`config.mk`:
```
export PLATFORM = sky130hd
export DESIGN_NAME = pool_max2x2
export DESIGN_NICKNAME = d
export VERILOG_FILES = /design/src/rtl/pool_pkg.sv /design/src/rtl/pool_line_buf.sv /design/src/rtl/pool_max2x2.sv
export SDC_FILE = /design/constraint.sdc
export NUM_CORES = 1
export LEC_CHECK = 0
export CAP_MARGIN = 5
export CELL_PAD_IN_SITES_DETAIL_PLACEMENT = 0
export CELL_PAD_IN_SITES_GLOBAL_PLACEMENT = 1
export CORE_ASPECT_RATIO = 1.25
export CORE_MARGIN = 2
export CORE_UTILIZATION = 49
export DETAILED_ROUTE_END_ITERATION = 7
export GPL_TIMING_DRIVEN = 0
export PLACE_DENSITY_LB_ADDON = 0.15
export SLEW_MARGIN = 20
export SYNTH_ARGS = -nofsm -noshare
export SYNTH_HDL_FRONTEND = slang
export SYNTH_SLANG_ARGS = --single-unit
```
`constraint.sdc`:
```
create_clock -name clk -period 6.4 [get_ports clk]
set_clock_uncertainty 0.2 [all_clocks]
set_input_delay 0.64 -clock clk [delete_from_list [all_inputs] [get_ports clk]]
set_output_delay 0.64 -clock clk [all_outputs]
set_load 0.005 [all_outputs]
```
`src/rtl/pool_pkg.sv`:
```
// Shared constants, counter widths and the signed compare helper for the
// 2x2 stride-2 max-pooling stage.
package pool_pkg;

   localparam int DEF_D_WIDTH = 32;
   localparam int DEF_IMG_W   = 24;
   localparam int DEF_IMG_H   = 24;
   localparam int DEF_CH_NUM  = 30;
   localparam int DEF_SAT_MAX = 32767;

   localparam int COL_W = $clog2(DEF_IMG_W);
   localparam int ROW_W = $clog2(DEF_IMG_H);
   localparam int CH_W  = $clog2(DEF_CH_NUM);

   // Two's-complement max; ties return a, which is harmless since both are equal.
   function automatic logic [DEF_D_WIDTH-1:0] max2(input logic [DEF_D_WIDTH-1:0] a,
                                                   input logic [DEF_D_WIDTH-1:0] b);
      return ($signed(a) >= $signed(b)) ? a : b;
   endfunction

endpackage

```
`src/rtl/pool_line_buf.sv`:
```
// Half-row buffer holding the horizontal maxima of the even input row until
// the matching odd row arrives. Combinational read, registered write.
module pool_line_buf
   import pool_pkg::*;
#(
   parameter int D_WIDTH = DEF_D_WIDTH,
   parameter int DEPTH   = DEF_IMG_W / 2,
   parameter int AW      = COL_W - 1
) (
   input  logic               clk,
   input  logic               rst_n,
   input  logic               wr_en,
   input  logic [AW-1:0]      addr,
   input  logic [D_WIDTH-1:0] wr_data,
   output logic [D_WIDTH-1:0] rd_data
);

   logic [D_WIDTH-1:0] mem_q [DEPTH];
   logic [D_WIDTH-1:0] mem_d [DEPTH];

   always_comb begin
      mem_d = mem_q;
      if (wr_en) begin
         mem_d[addr] = wr_data;
      end
   end

   always_ff @(posedge clk or negedge rst_n) begin
      if (!rst_n) begin
         for (int i = 0; i < DEPTH; i++) begin
            mem_q[i] <= '0;
         end
      end else begin
         mem_q <= mem_d;
      end
   end

   assign rd_data = mem_q[addr];

endmodule

```
`src/rtl/pool_max2x2.sv`:
```
// 2x2 stride-2 max pooling over a raster stream of channels.
// Optional clamp of the pooled value to SAT_MAX when POOL_SAT_EN is defined.
module pool_max2x2
   import pool_pkg::*;
#(
   parameter int D_WIDTH = DEF_D_WIDTH,
   parameter int IMG_W   = DEF_IMG_W,
   parameter int IMG_H   = DEF_IMG_H,
   parameter int CH_NUM  = DEF_CH_NUM,
   parameter int SAT_MAX = DEF_SAT_MAX
) (
   input  logic               clk,
   input  logic               rst_n,
   input  logic               pool_clr,
   input  logic [D_WIDTH-1:0] in_data,
   input  logic               in_vld,
   output logic [D_WIDTH-1:0] pool_data,
   output logic               pool_vld,
   output logic [3:0]         pool_col,
   output logic [3:0]         pool_row,
   output logic [4:0]         pool_ch,
   output logic               ch_done,
   output logic               frame_done
);

   // in_vld: a sample is taken on every edge where in_vld is high and pool_clr
   // is low; there is no backpressure. pool_vld: one-cycle pulse per pooled
   // pixel, with data, indices and done flags valid in the same cycle.

   logic [COL_W-1:0]   col_q, col_d;
   logic [ROW_W-1:0]   row_q, row_d;
   logic [CH_W-1:0]    ch_q, ch_d;
   logic [D_WIDTH-1:0] h_q, h_d;
   logic [D_WIDTH-1:0] pool_data_q, pool_data_d;
   logic               pool_vld_q, pool_vld_d;
   logic [3:0]         pool_col_q, pool_col_d;
   logic [3:0]         pool_row_q, pool_row_d;
   logic [4:0]         pool_ch_q, pool_ch_d;
   logic               ch_done_q, ch_done_d;
   logic               frame_done_q, frame_done_d;

   logic               accept;
   logic               last_col, last_row, last_ch;
   logic [D_WIDTH-1:0] hmax;
   logic [D_WIDTH-1:0] lb_rd;
   logic [D_WIDTH-1:0] pooled;
   logic [D_WIDTH-1:0] pooled_out;
   logic               lb_wr_en;

   assign accept   = in_vld & ~pool_clr;
   assign last_col = (col_q == COL_W'(IMG_W - 1));
   assign last_row = (row_q == ROW_W'(IMG_H - 1));
   assign last_ch  = (ch_q == CH_W'(CH_NUM - 1));
   assign hmax     = max2(h_q, in_data);
   assign lb_wr_en = accept & col_q[0] & ~row_q[0];

   pool_line_buf #(
      .D_WIDTH (D_WIDTH),
      .DEPTH   (IMG_W / 2),
      .AW      (COL_W - 1)
   ) u_line_buf (
      .clk     (clk),
      .rst_n   (rst_n),
      .wr_en   (lb_wr_en),
      .addr    (col_q[COL_W-1:1]),
      .wr_data (hmax),
      .rd_data (lb_rd)
   );

   assign pooled = max2(lb_rd, hmax);

`ifdef POOL_SAT_EN
   // Only the ceiling is clamped; negative maxima pass through untouched.
   assign pooled_out = ($signed(pooled) > $signed(D_WIDTH'(SAT_MAX))) ?
                       D_WIDTH'(SAT_MAX) : pooled;
`else
   logic [D_WIDTH-1:0] unused_sat_max;
   assign unused_sat_max = D_WIDTH'(SAT_MAX);
   assign pooled_out     = pooled;
`endif

   always_comb begin
      col_d        = col_q;
      row_d        = row_q;
      ch_d         = ch_q;
      h_d          = h_q;
      pool_data_d  = pool_data_q;
      pool_vld_d   = 1'b0;
      pool_col_d   = pool_col_q;
      pool_row_d   = pool_row_q;
      pool_ch_d    = pool_ch_q;
      ch_done_d    = 1'b0;
      frame_done_d = 1'b0;

      if (pool_clr) begin
         col_d = '0;
         row_d = '0;
         ch_d  = '0;
      end else if (in_vld) begin
         if (!col_q[0]) begin
            h_d = in_data;
         end else if (row_q[0]) begin
            pool_data_d  = pooled_out;
            pool_vld_d   = 1'b1;
            pool_col_d   = 4'(col_q >> 1);
            pool_row_d   = 4'(row_q >> 1);
            pool_ch_d    = 5'(ch_q);
            ch_done_d    = last_col & last_row;
            frame_done_d = last_col & last_row & last_ch;
         end

         // Raster position: column, then row, then channel; channel wraps so
         // consecutive frames need no clear in between.
         if (last_col) begin
            col_d = '0;
            if (last_row) begin
               row_d = '0;
               ch_d  = last_ch ? '0 : ch_q + 1'b1;
            end else begin
               row_d = row_q + 1'b1;
            end
         end else begin
            col_d = col_q + 1'b1;
         end
      end
   end

   always_ff @(posedge clk or negedge rst_n) begin
      if (!rst_n) begin
         col_q        <= '0;
         row_q        <= '0;
         ch_q         <= '0;
         h_q          <= '0;
         pool_data_q  <= '0;
         pool_vld_q   <= 1'b0;
         pool_col_q   <= '0;
         pool_row_q   <= '0;
         pool_ch_q    <= '0;
         ch_done_q    <= 1'b0;
         frame_done_q <= 1'b0;
      end else begin
         col_q        <= col_d;
         row_q        <= row_d;
         ch_q         <= ch_d;
         h_q          <= h_d;
         pool_data_q  <= pool_data_d;
         pool_vld_q   <= pool_vld_d;
         pool_col_q   <= pool_col_d;
         pool_row_q   <= pool_row_d;
         pool_ch_q    <= pool_ch_d;
         ch_done_q    <= ch_done_d;
         frame_done_q <= frame_done_d;
      end
   end

   assign pool_data  = pool_data_q;
   assign pool_vld   = pool_vld_q;
   assign pool_col   = pool_col_q;
   assign pool_row   = pool_row_q;
   assign pool_ch    = pool_ch_q;
   assign ch_done    = ch_done_q;
   assign frame_done = frame_done_q;

endmodule

```
==> results of run 1 <==
-- cell usage in the layout (no fill, tap or decap), drive strengths merged, types with 3 or more instances in the layout --
cell type and count:
bufinv 4, a211oi 32, nor2b 6, ha 68
dfrtp 479, mux2i 34, nand2b 35, buf 78
nand2 357, nor2 248, nand4 15, clkbuf 216
nor3b 34, a21oi 264, o211ai 33, clkdlybuf4s50 80
clkinv 6, mux2 32, a311o 32, nand3 44
and3 36, inv 41, and2 3, nor3 12
mux4 96, o21ai 237
-- worst max-delay path: stages --
cell	delay (ps)
clkdlybuf4s50_1	550
inv_1	60
ha_1	310
nand4_1	210
nor4_4	290
buf_4	180
nor3b_2	250
a21oi_4	60
buf_4	150
buf_2	230
a311o_1	370
a211oi_2	560
buf_4	300
ha_1	170
nor2b_1	130
o211ai_1	110
a2111o_1	390
a41o_1	260
nand2_1	70
mux2_2	440
or2_4	310
clkbuf_4	230
o211ai_1	200
-- cell families (layout without fill, tap and decap cells) --
logic type / Yosys count / in the layout / synth area share, %
AO/OA/AOI/OAI: 613 / 613 / 15.2
AND/OR/NAND/NOR: 799 / 799 / 14.6
XOR/XNOR: 2 / 2 / 0.0732
buffers and inverters: 240 / 426 / 4.47
adder cells (fa/ha/maj): 68 / 68 / 3.56
other: 0 / 1 / 0
flip-flops: 479 / 479 / 50.1
multiplexers: 162 / 162 / 12.0
-- through the flow --
step                worst slack, ps  total power (uW)
floorplan                      1210              4860
global placement             -16430              5630
detailed placement            -2340              5680
CTS                            47.5              8730
global route                 -0.738              9150
finish                          179              8750
-- where the power goes --
group | switching (uW) | leakage [uW] | internal, uW
registers | 135 | 0.00653 | 3190
logic | 1530 | 0.00457 | 922
clock network | 1230 | 0.000806 | 1740
-- layout make-up --
cell class	instances	area, sq um
Multi-Input combinational cell	1644	11000
Fill cell	4223	20600
Sequential cell	479	12000
Tap cell	644	806
Antenna cell	1	2.50
Buffer	199	958
Inverter	40	150
Clock buffer	73	1470
Timing Repair Buffer	103	1100
Clock inverter	11	166
-- routing by layer --
metal	vias up	GRT usage, %	part of all wire, %
li1	8617	-	-
met1	9727	38.4	39
met2	699	52.1	50
met3	194	4.51	5.8
met4	0	14.8	4.7
met5	-	0	0
-- state kept, by name, summed over array words and instances (netlist names) --
name,count
ch_done,1
ch_q,5
col_q,5
frame_done,1
h_q,32
pool_ch,5
pool_col,4
pool_data,32
pool_row,4
pool_vld,1
row_q,5
u_line_buf.mem_q,384
-- what timing repair did --
item,in CTS,in global routing
hold buffers,1,0
pin swaps,3,7
buffers inserted,5,9
resized for setup,34,17
hold endpoints to repair,51,0
setup endpoints to repair,32,31
-- final timing paths --
check                                             to  cells past startpoint                 start
worst max-delay path                   pool_data[22]                     23           in_data[27]
worst min-delay path                        col_q[3]                      2              pool_clr
worst max register to register         pool_data[22]                     21               h_q[27]
worst min register to register  u_line_buf.mem_q[58]                      2  u_line_buf.mem_q[58]
max in group asynchronous                    h_q[17]                      4                 rst_n
min in group asynchronous                 pool_ch[2]                      2                 rst_n
==> flow_metrics.py, run 1 <==
metrics = {
    "detailed_routing": {
        "ant_nets": 0,
        "wirelength_um": 76200,
        "vias": 19200,
        "routed_wire_length_per_instance_um": 23.8,
        "drt_iter0_drc": 1481,
        "dr.pass1.iters": 5,
        "routed_via_density": 6.02,
        "drc": 0,
    },
    "cts": {
        "path_clk_slew_ps": 60,
        "clock_latency_ps": 600,
        "htreeDepth": 2,
        "cts.sinks": 479,
        "cts-buffers-inserted": 50,
        "cts_tree": "built",
        "cts_root_buf": "clkbuf_16",
        "clockBufferDepth": 3,
    },
    "logic_synthesis": {
        "ys_seq_area_share_pct": 50.1,
        "async_flop_share_pct": 100,
        "yosys.area.top_type": "dfrtp_1",
        "yosys-top-cells-count": "dfrtp_1, nand2_1, a21oi_1",
        "yosysTopAreaCellShare_pct": 50.1,
        "synth_cells": 2363,
        "syn_nets": 2467,
        "yosys.cell_count.top_type": "dfrtp_1",
        "synth_cell_types": 57,
        "ys_warn_count": 0,
        "ys_ff_latch": 479,
        "avgSynthCellArea_sq_um": 10.1,
        "synth-edff-count": 0,
        "synth.area.top_cells": "dfrtp_1, mux4_2, nand2_1, a21oi_1, nor2_1",
        "synth_area_sq_um": 23900,
        "ys.flop_type": "dfrtp_1",
    },
    "global_route": {
        "grt_pass1_wl_um": 118000,
        "track_usage_pct": 30.6,
        "grt_pass1_vias": 19700,
        "grt_max_degree": 99,
        "antenna_found_initial": 0,
        "grt-ovfl-total": 0,
    },
    "layout": {
        "drive_gt1_share_pct": 13.5,
        "nNetsFinal": 2621,
        "area_growth_pct": 15.6,
        "final_core_util_pct": 57.3,
        "fin_cells": 3194,
        "stdcell_area_sq_um": 27700,
    },
    "sta": {
        "final.setup.tns_ps": 0,
        "period_share_pct": 97.2,
        "max_freq_mhz": 161,
        "hold_ws_ps": 258,
        "tightest_slew_ps": 1110,
        "drv_slew": 0,
        "setup_viol": 0,
        "worst_slew_margin_rel_pct": 25.7,
        "period_needed_ps": 6220,
        "hold_violations": 0,
    },
    "critical_path": {
        "r2r_slack_ps": 340,
        "cp-start-kind": "input port",
        "crit_arrival_ps": 6510,
        "crit_type": "input port to flop",
        "required_ps": 6690,
        "crit_fanout": 10,
        "cp-end-kind": "flop",
    },
    "floorplan": {
        "io_pins": 84,
        "core-area_sq_um": 48300,
        "die_h_um": 251,
        "start_util_pct": 49.5,
        "rows": 90,
        "die_w_um": 202,
        "die-area_sq_um": 50600,
    },
    "pwr": {
        "p_per_area_nw_per_um2": 316,
        "ir_drop_uv": 210,
        "leakage_uw": 0.0119,
    },
    "worst_hold_path": {
        "hold_path.class": "input port to flop",
    },
    "place": {
        "placedCellCount": 3095,
        "place_area_sq_um": 25700,
        "dp_hpwl_um": 55700,
        "numPortBuffers": 81,
        "gp_congestion": 0.937,
    },
    "outcome": {
        "status": "complete, no violations",
    },
    "flow_run": {
        "cap_violations": 0,
    },
}
Note: power is estimated with default switching activity, not from simulation.
==> inputs of run 2 (changes only) <==
--- a/config.mk
+++ b/config.mk
@@ -10,11 +10,12 @@
 export CELL_PAD_IN_SITES_GLOBAL_PLACEMENT = 1
 export CORE_ASPECT_RATIO = 1.25
 export CORE_MARGIN = 2
-export CORE_UTILIZATION = 49
+export CORE_UTILIZATION = 52
 export DETAILED_ROUTE_END_ITERATION = 7
 export GPL_TIMING_DRIVEN = 0
 export PLACE_DENSITY_LB_ADDON = 0.15
 export SLEW_MARGIN = 20
 export SYNTH_ARGS = -nofsm -noshare
 export SYNTH_HDL_FRONTEND = slang
+export SYNTH_HIERARCHICAL = 1
 export SYNTH_SLANG_ARGS = --single-unit
==> flow_metrics.py, run 2 <==
metrics = {
    "critical_path": {
        "crit_fanout": 10,
        "crit_type": "input port to flop",
        "crit_arrival_ps": 6220,
        "critPathLaunch": "in_data[31]",
        "path_cells": "clkdlybuf4s50_1 -> inv_1 -> ha_1 -> nand4_1 -> nor4_1 -> a221o_1 -> nor3_1 -> nor3b_4 -> buf_4 -> mux2i_1 -> ha_1 -> nand4_1 -> nor4_1 -> o32ai_2 -> mux2i_2 -> or2_1 -> buf_6 -> buf_12 -> o211ai_2",
        "required_ps": 6650,
        "critical-path-max-stage-delay_ps": 790,
        "cp-end-kind": "flop",
        "cp-start-kind": "input port",
        "worstReg2RegStart": "h_q[31]",
        "cp_slowest_cell": "nor4_1",
    },
    "sta": {
        "drv_slew": 0,
        "period_share_pct": 93.3,
        "tightest_slew_ps": 933,
        "rsz0062_at_grt": "no",
        "max_freq_mhz": 167,
        "period_needed_ps": 5970,
        "setup_viol": 0,
        "worst_slew_margin_rel_pct": 37.8,
        "fin_ws_ps": 429,
        "hold_violations": 0,
    },
    "worst_hold_path": {
        "min_from": "pool_col[1]",
        "hold_path.class": "flop to flop",
    },
    "layout": {
        "n_antenna_cell": 0,
        "largest_reg_flops": 384,
        "fillers": 3525,
        "mostFrequentLayoutCell": "dfrtp_1",
        "area_growth_pct": 14.1,
        "regMostFlops": "u_line_buf/mem_q",
        "drive_gt1_share_pct": 35.8,
        "nNetsFinal": 1952,
        "final_cell_mix": "dfrtp_1, mux2_2, nand2_1, mux4_2, clkdlybuf4s50_1",
    },
    "floorplan": {
        "start_util_pct": 52.8,
        "die_h_um": 241,
        "io_pins": 84,
        "rows": 86,
        "core-area_sq_um": 44200,
        "die_w_um": 193,
        "die-area_sq_um": 46600,
    },
    "detailed_routing": {
        "drt_iter0_drc": 760,
        "routed_wire_length_per_instance_um": 22.6,
        "dr.pass1.iters": 5,
        "routed_via_density": 5.81,
        "drc": 0,
        "ant_nets": 0,
        "vias": 14300,
        "wirelength_um": 55600,
    },
    "logic_synthesis": {
        "yosysTopAreaCellShare_pct": 51.4,
        "synth_cell_types": 57,
        "synth_xor_area_share_pct": 0.0750,
        "ys_warn_count": 6,
        "ys_ff_latch": 479,
        "synth-edff-count": 0,
        "yosys.area.top_type": "dfrtp_1",
        "async_flop_share_pct": 100,
        "synth_fa_ha_area_share_pct": 3.65,
        "syn_nets": 1813,
        "avgSynthCellArea_sq_um": 13.7,
        "synth.area.top_cells": "dfrtp_1, mux2_2, mux4_2, ha_1, nand2_1",
        "ys.flop_type": "dfrtp_1",
        "synth_mux_area_share_pct": 30.8,
        "synth_area_sq_um": 23300,
        "yosys.cell_count.top_type": "dfrtp_1",
        "synth_compound_area_share_pct": 4.55,
        "synth_top_family_by_area": "multiplexers",
        "yosys-top-cells-count": "dfrtp_1, mux2_2, nand2_1",
        "ys_seq_area_share_pct": 51.4,
        "synth-simple-area-share_pct": 5.59,
        "synth_cells": 1709,
    },
    "pwr": {
        "ir_drop_uv": 244,
        "p_per_area_nw_per_um2": 318,
        "leakage_uw": 0.0129,
        "comb_power_share_pct": 25.2,
        "intPower_uw": 5870,
        "pwr-share-seq_pct": 41.0,
        "switching_power_uw": 2590,
        "fin_total_pwr_uw": 8470,
        "clock_power_share_pct": 33.8,
        "swShare_pct": 30.6,
    },
    "global_route": {
        "grt_max_degree": 103,
        "track_usage_pct": 24.6,
        "grt-ovfl-total": 0,
        "antenna_found_initial": 0,
        "grt_pass1_vias": 14900,
        "grt_pass1_wl_um": 88200,
    },
    "cts": {
        "path_clk_slew_ps": 60,
        "cts_resized": 0,
        "clock_latency_ps": 590,
        "cts_root_buf": "clkbuf_16",
        "cts_tree": "built",
        "cts_setup_buffers": 0,
        "clockBufferDepth": 3,
        "cts-buffers-inserted": 49,
        "cts.sinks": 479,
        "cts_hold_buf": 1,
        "htreeDepth": 2,
    },
    "flow_run": {
        "cap_violations": 0,
    },
    "place": {
        "numPortBuffers": 83,
        "pre_cts_slack_ps": -234,
        "gp_congestion": 0.837,
        "dp_hpwl_um": 40900,
    },
    "outcome": {
        "status": "complete, no violations",
    },
}
-- run 2: changes by cell type in the layout (fill, tap and decap cells not counted), sizes merged, moves of 35 or more --
cell | previous run | this run
a21oi | 264 | 34
nor2 | 248 | 23
nand2 | 357 | 162
and3 | 36 | 1
o21ai | 237 | 15
clkbuf | 216 | 139
mux2 | 32 | 416
-- run 2: per-stage QoR --
step                cells  utilization (%)  setup TNS, ps  cell area (sq um)  hold slack (ps)
floorplan            1709                -              0              23300              144
global placement     2364             56.3       -7684040              24900              261
detailed placement   2368             56.5          -6790              25000              267
CTS                  2459             60.2              0              26600              282
global route         2459             60.2              0              26600              300
finish               2459             60.2              0              26600              275
-- run 2: worst max-delay path, delay by kind of cell --
| family | cells | cell delay [ps] |
|---|---|---|
| AOI/OAI and AO/OA | 3 | 600 |
| adders and majority gates | 2 | 610 |
| buffers and inverters | 5 | 1170 |
| muxes | 2 | 1000 |
| and+or+nand+nor | 7 | 2180 |
-- run 2: cell type report --
class	count	area [sq um]	area share [%]
timing repair buffer	88	956	3.59
buffer	129	672	2.52
inverter	69	259	0.973
clock buffer	80	1520	5.69
clock inverter	10	104	0.390
multi-input combinational	1032	10400	39.1
tap	572	716	2.69
sequential	479	12000	45.0
-- run 2: worst paths after layout --
kind	to	slack, ps	cells past startpoint
setup reg to reg	pool_data[27]	630	17
max in group asynchronous	u_line_buf/mem_q[346]	4100	4
hold reg to reg	pool_col[1]	280	2
hold / removal	pool_col[1]	280	2
setup / recovery	pool_data[27]	430	19
min in group asynchronous	ch_done	480	2
-- run 2: layer usage --
layer  global-route usage [%]  wire [um]  vias to the layer above
met5                        0          0                        -
met4                     7.31       1250                        0
met3                     3.24       2300                       77
met2                     40.6      26800                      275
met1                     34.6      25300                     7460
li1                         -          -                     6473
-- run 2: kinds of logic (layout without fill, tap and decap cells) --
kind of cell               count (synthesis)  count (layout)
and+or+nand+nor                          282             282
muxes                                    546             546
adders and majority gates                 68              68
buffers and inverters                    198             376
DFF                                      479             479
AOI/OAI and AO/OA                        134             134
xor gates and xnor gates                   2               2
-- run 2: power groups by stage --
stage | clock [uW] | sequential (uW) | combinational (uW)
2_1_floorplan | 0 | 3480 | 1270
3_3_place_gp | 0 | 3520 | 2070
3_5_place_dp | 0 | 3520 | 2130
4_1_cts | 2930 | 3470 | 2140
5_1_grt | 3060 | 3500 | 2340
6_report | 2860 | 3470 | 2140
==> inputs of run 3 (changes only) <==
==> constraint.sdc (replaced) <==
create_clock -name clk -period 6.4 [get_ports clk]
set_clock_uncertainty 0.2 [all_clocks]
set_input_delay 1.28 -clock clk [delete_from_list [all_inputs] [get_ports clk]]
set_output_delay 1.28 -clock clk [all_outputs]
set_load 0.005 [all_outputs]
==> flow_metrics.py, run 3 (synthesis results as in run 2) <==
metrics = {
    "detailed_routing": {
        "drc": 0,
        "dr.pass1.iters": 5,
        "wirelength_um": 55800,
        "vias": 14300,
        "ant_nets": 0,
        "drt_iter0_drc": 707,
        "routed_via_density": 5.82,
        "routed_wire_length_per_instance_um": 22.7,
    },
    "critical_path": {
        "worstReg2RegStart": "col_q[2]",
        "endpoint": "pool_data[10]",
        "r2r_end": "pool_data[10]",
        "path_cells": "clkdlybuf4s50_1 -> inv_1 -> ha_1 -> nand4_1 -> nor4_4 -> a221o_1 -> nor3_1 -> nor3b_4 -> buf_4 -> mux2i_2 -> ha_1 -> nand4_1 -> or4_1 -> a21oi_1 -> o32ai_4 -> mux2i_4 -> or2_1 -> buf_6 -> buf_12 -> o211ai_2",
        "r2r_slack_ps": 1070,
        "reg2regPathDepth": 16,
        "cpLargestDelayFamily": "simple AND/OR/NAND/NOR gates",
        "cp-end-kind": "flop",
        "crit_arrival_ps": 6460,
        "critPathLaunch": "in_data[31]",
        "cp-start-kind": "input port",
        "critical-path-max-stage-delay_ps": 670,
        "cp.depth": 20,
        "crit_fanout": 10,
        "path_buf_inv": 5,
        "required_ps": 6700,
        "crit_type": "input port to flop",
        "cp_slowest_cell": "or4_1",
    },
    "place": {
        "dp_hpwl_um": 40900,
        "gp_congestion": 0.837,
        "numPortBuffers": 83,
        "place_area_sq_um": 25000,
        "placedCellCount": 2368,
    },
    "layout": {
        "mostFrequentLayoutCell": "dfrtp_1",
        "largest_reg_flops": 384,
        "final_core_util_pct": 60.6,
        "stdcell_area_sq_um": 26800,
        "fillers": 3501,
        "regMostFlops": "u_line_buf/mem_q",
        "final_cell_mix": "dfrtp_1, mux2_2, nand2_1, mux4_2, clkdlybuf4s50_1",
        "n_antenna_cell": 0,
        "drive_gt1_share_pct": 36.6,
        "area_growth_pct": 14.7,
        "fin_cells": 2459,
        "nNetsFinal": 1952,
    },
    "floorplan": {
        "rows": 86,
        "io_pins": 84,
        "die-area_sq_um": 46600,
        "die_h_um": 241,
        "start_util_pct": 52.8,
        "die_w_um": 193,
        "core-area_sq_um": 44200,
    },
    "pwr": {
        "leakage_uw": 0.0129,
        "p_per_area_nw_per_um2": 319,
        "ir_drop_uv": 250,
    },
    "cts": {
        "cts-buffers-inserted": 49,
        "clock_latency_ps": 590,
        "cts.sinks": 479,
        "htreeDepth": 2,
        "clockBufferDepth": 3,
        "cts_tree": "built",
        "cts_root_buf": "clkbuf_16",
        "path_clk_slew_ps": 60,
    },
    "sta": {
        "tightest_slew_ps": 967,
        "hold_ws_ps": 276,
        "period_share_pct": 96.1,
        "setup_viol": 0,
        "drv_slew": 0,
        "hold_violations": 0,
        "max_freq_mhz": 163,
        "worst_slew_margin_rel_pct": 35.6,
        "period_needed_ps": 6150,
        "rsz0062_at_grt": "no",
    },
    "global_route": {
        "antenna_found_initial": 0,
        "grt-ovfl-total": 0,
        "grt_pass1_vias": 15000,
        "track_usage_pct": 24.7,
        "grt_pass1_wl_um": 88300,
        "grt_max_degree": 103,
    },
    "flow_run": {
        "cap_violations": 0,
    },
    "worst_hold_path": {
        "hold_path.class": "flop to flop",
        "min_from": "pool_col[1]",
    },
    "outcome": {
        "status": "complete, no violations",
    },
}
run 3: layout make-up:
type,count,area [sq um],share of cell area (%)
plain buffers,129,679,2.54
clock buffers,80,1520,5.66
clock inverters,10,104,0.388
inverters,69,259,0.967
multi-input cells,1032,10600,39.5
flip-flops and latches,479,12000,44.8
well taps,572,716,2.67
repair buffers,88,953,3.56
run 3: layer usage:
metal / vias up / global-route usage [%] / share of wire (%)
met5: - / 0 / 0
met4: 0 / 7.33 / 2.1
met3: 74 / 3.14 / 4.1
met2: 267 / 40.6 / 48
met1: 7493 / 34.7 / 45
li1: 6478 / - / -
run 3: where the power goes:
group          leakage [uW]  switching [uW]  total [uW]  internal, uW
Sequential          0.00652             172        3470          3300
Combinational       0.00561            1280        2210           922
Clock              0.000801            1170        2860          1690
Total                0.0129            2630        8540          5920
run 3: tightest hold or removal path, stage by stage, from the launching register on:
cell and delay, ps:
dfrtp_1 340, nand2_1 50, nand2_1 50
run 3: stage by stage:
stage / TNS [ps] / power [uW] / setup slack (ps)
6_report: 0 / 8540 / 248
3_5_place_dp: -27270 / 5650 / -874
4_1_cts: 0 / 8560 / 33.6
3_3_place_gp: -8011080 / 5590 / -16760
2_1_floorplan: 0 / 4750 / 935
5_1_grt: 0 / 8980 / 13.2
run 3: what timing repair did:
action,in CTS,in global routing
buffers inserted,0,1
gates resized for setup,8,17
pin swaps,0,1
hold buffers,0,0
endpoints found under the setup margin,32,31
run 3: how the worst min path moves through the flow:
stage	endpoint	slack, ps	depth (start not counted)
6_report	pool_col[1]	280	2
5_1_grt	u_line_buf/mem_q[135]	300	1
4_1_cts	u_line_buf/mem_q[294]	280	1
3_5_place_dp	pool_ch[4]	270	2
3_3_place_gp	u_line_buf/mem_q[261]	260	1
2_1_floorplan	u_line_buf/mem_q[40]	250	1
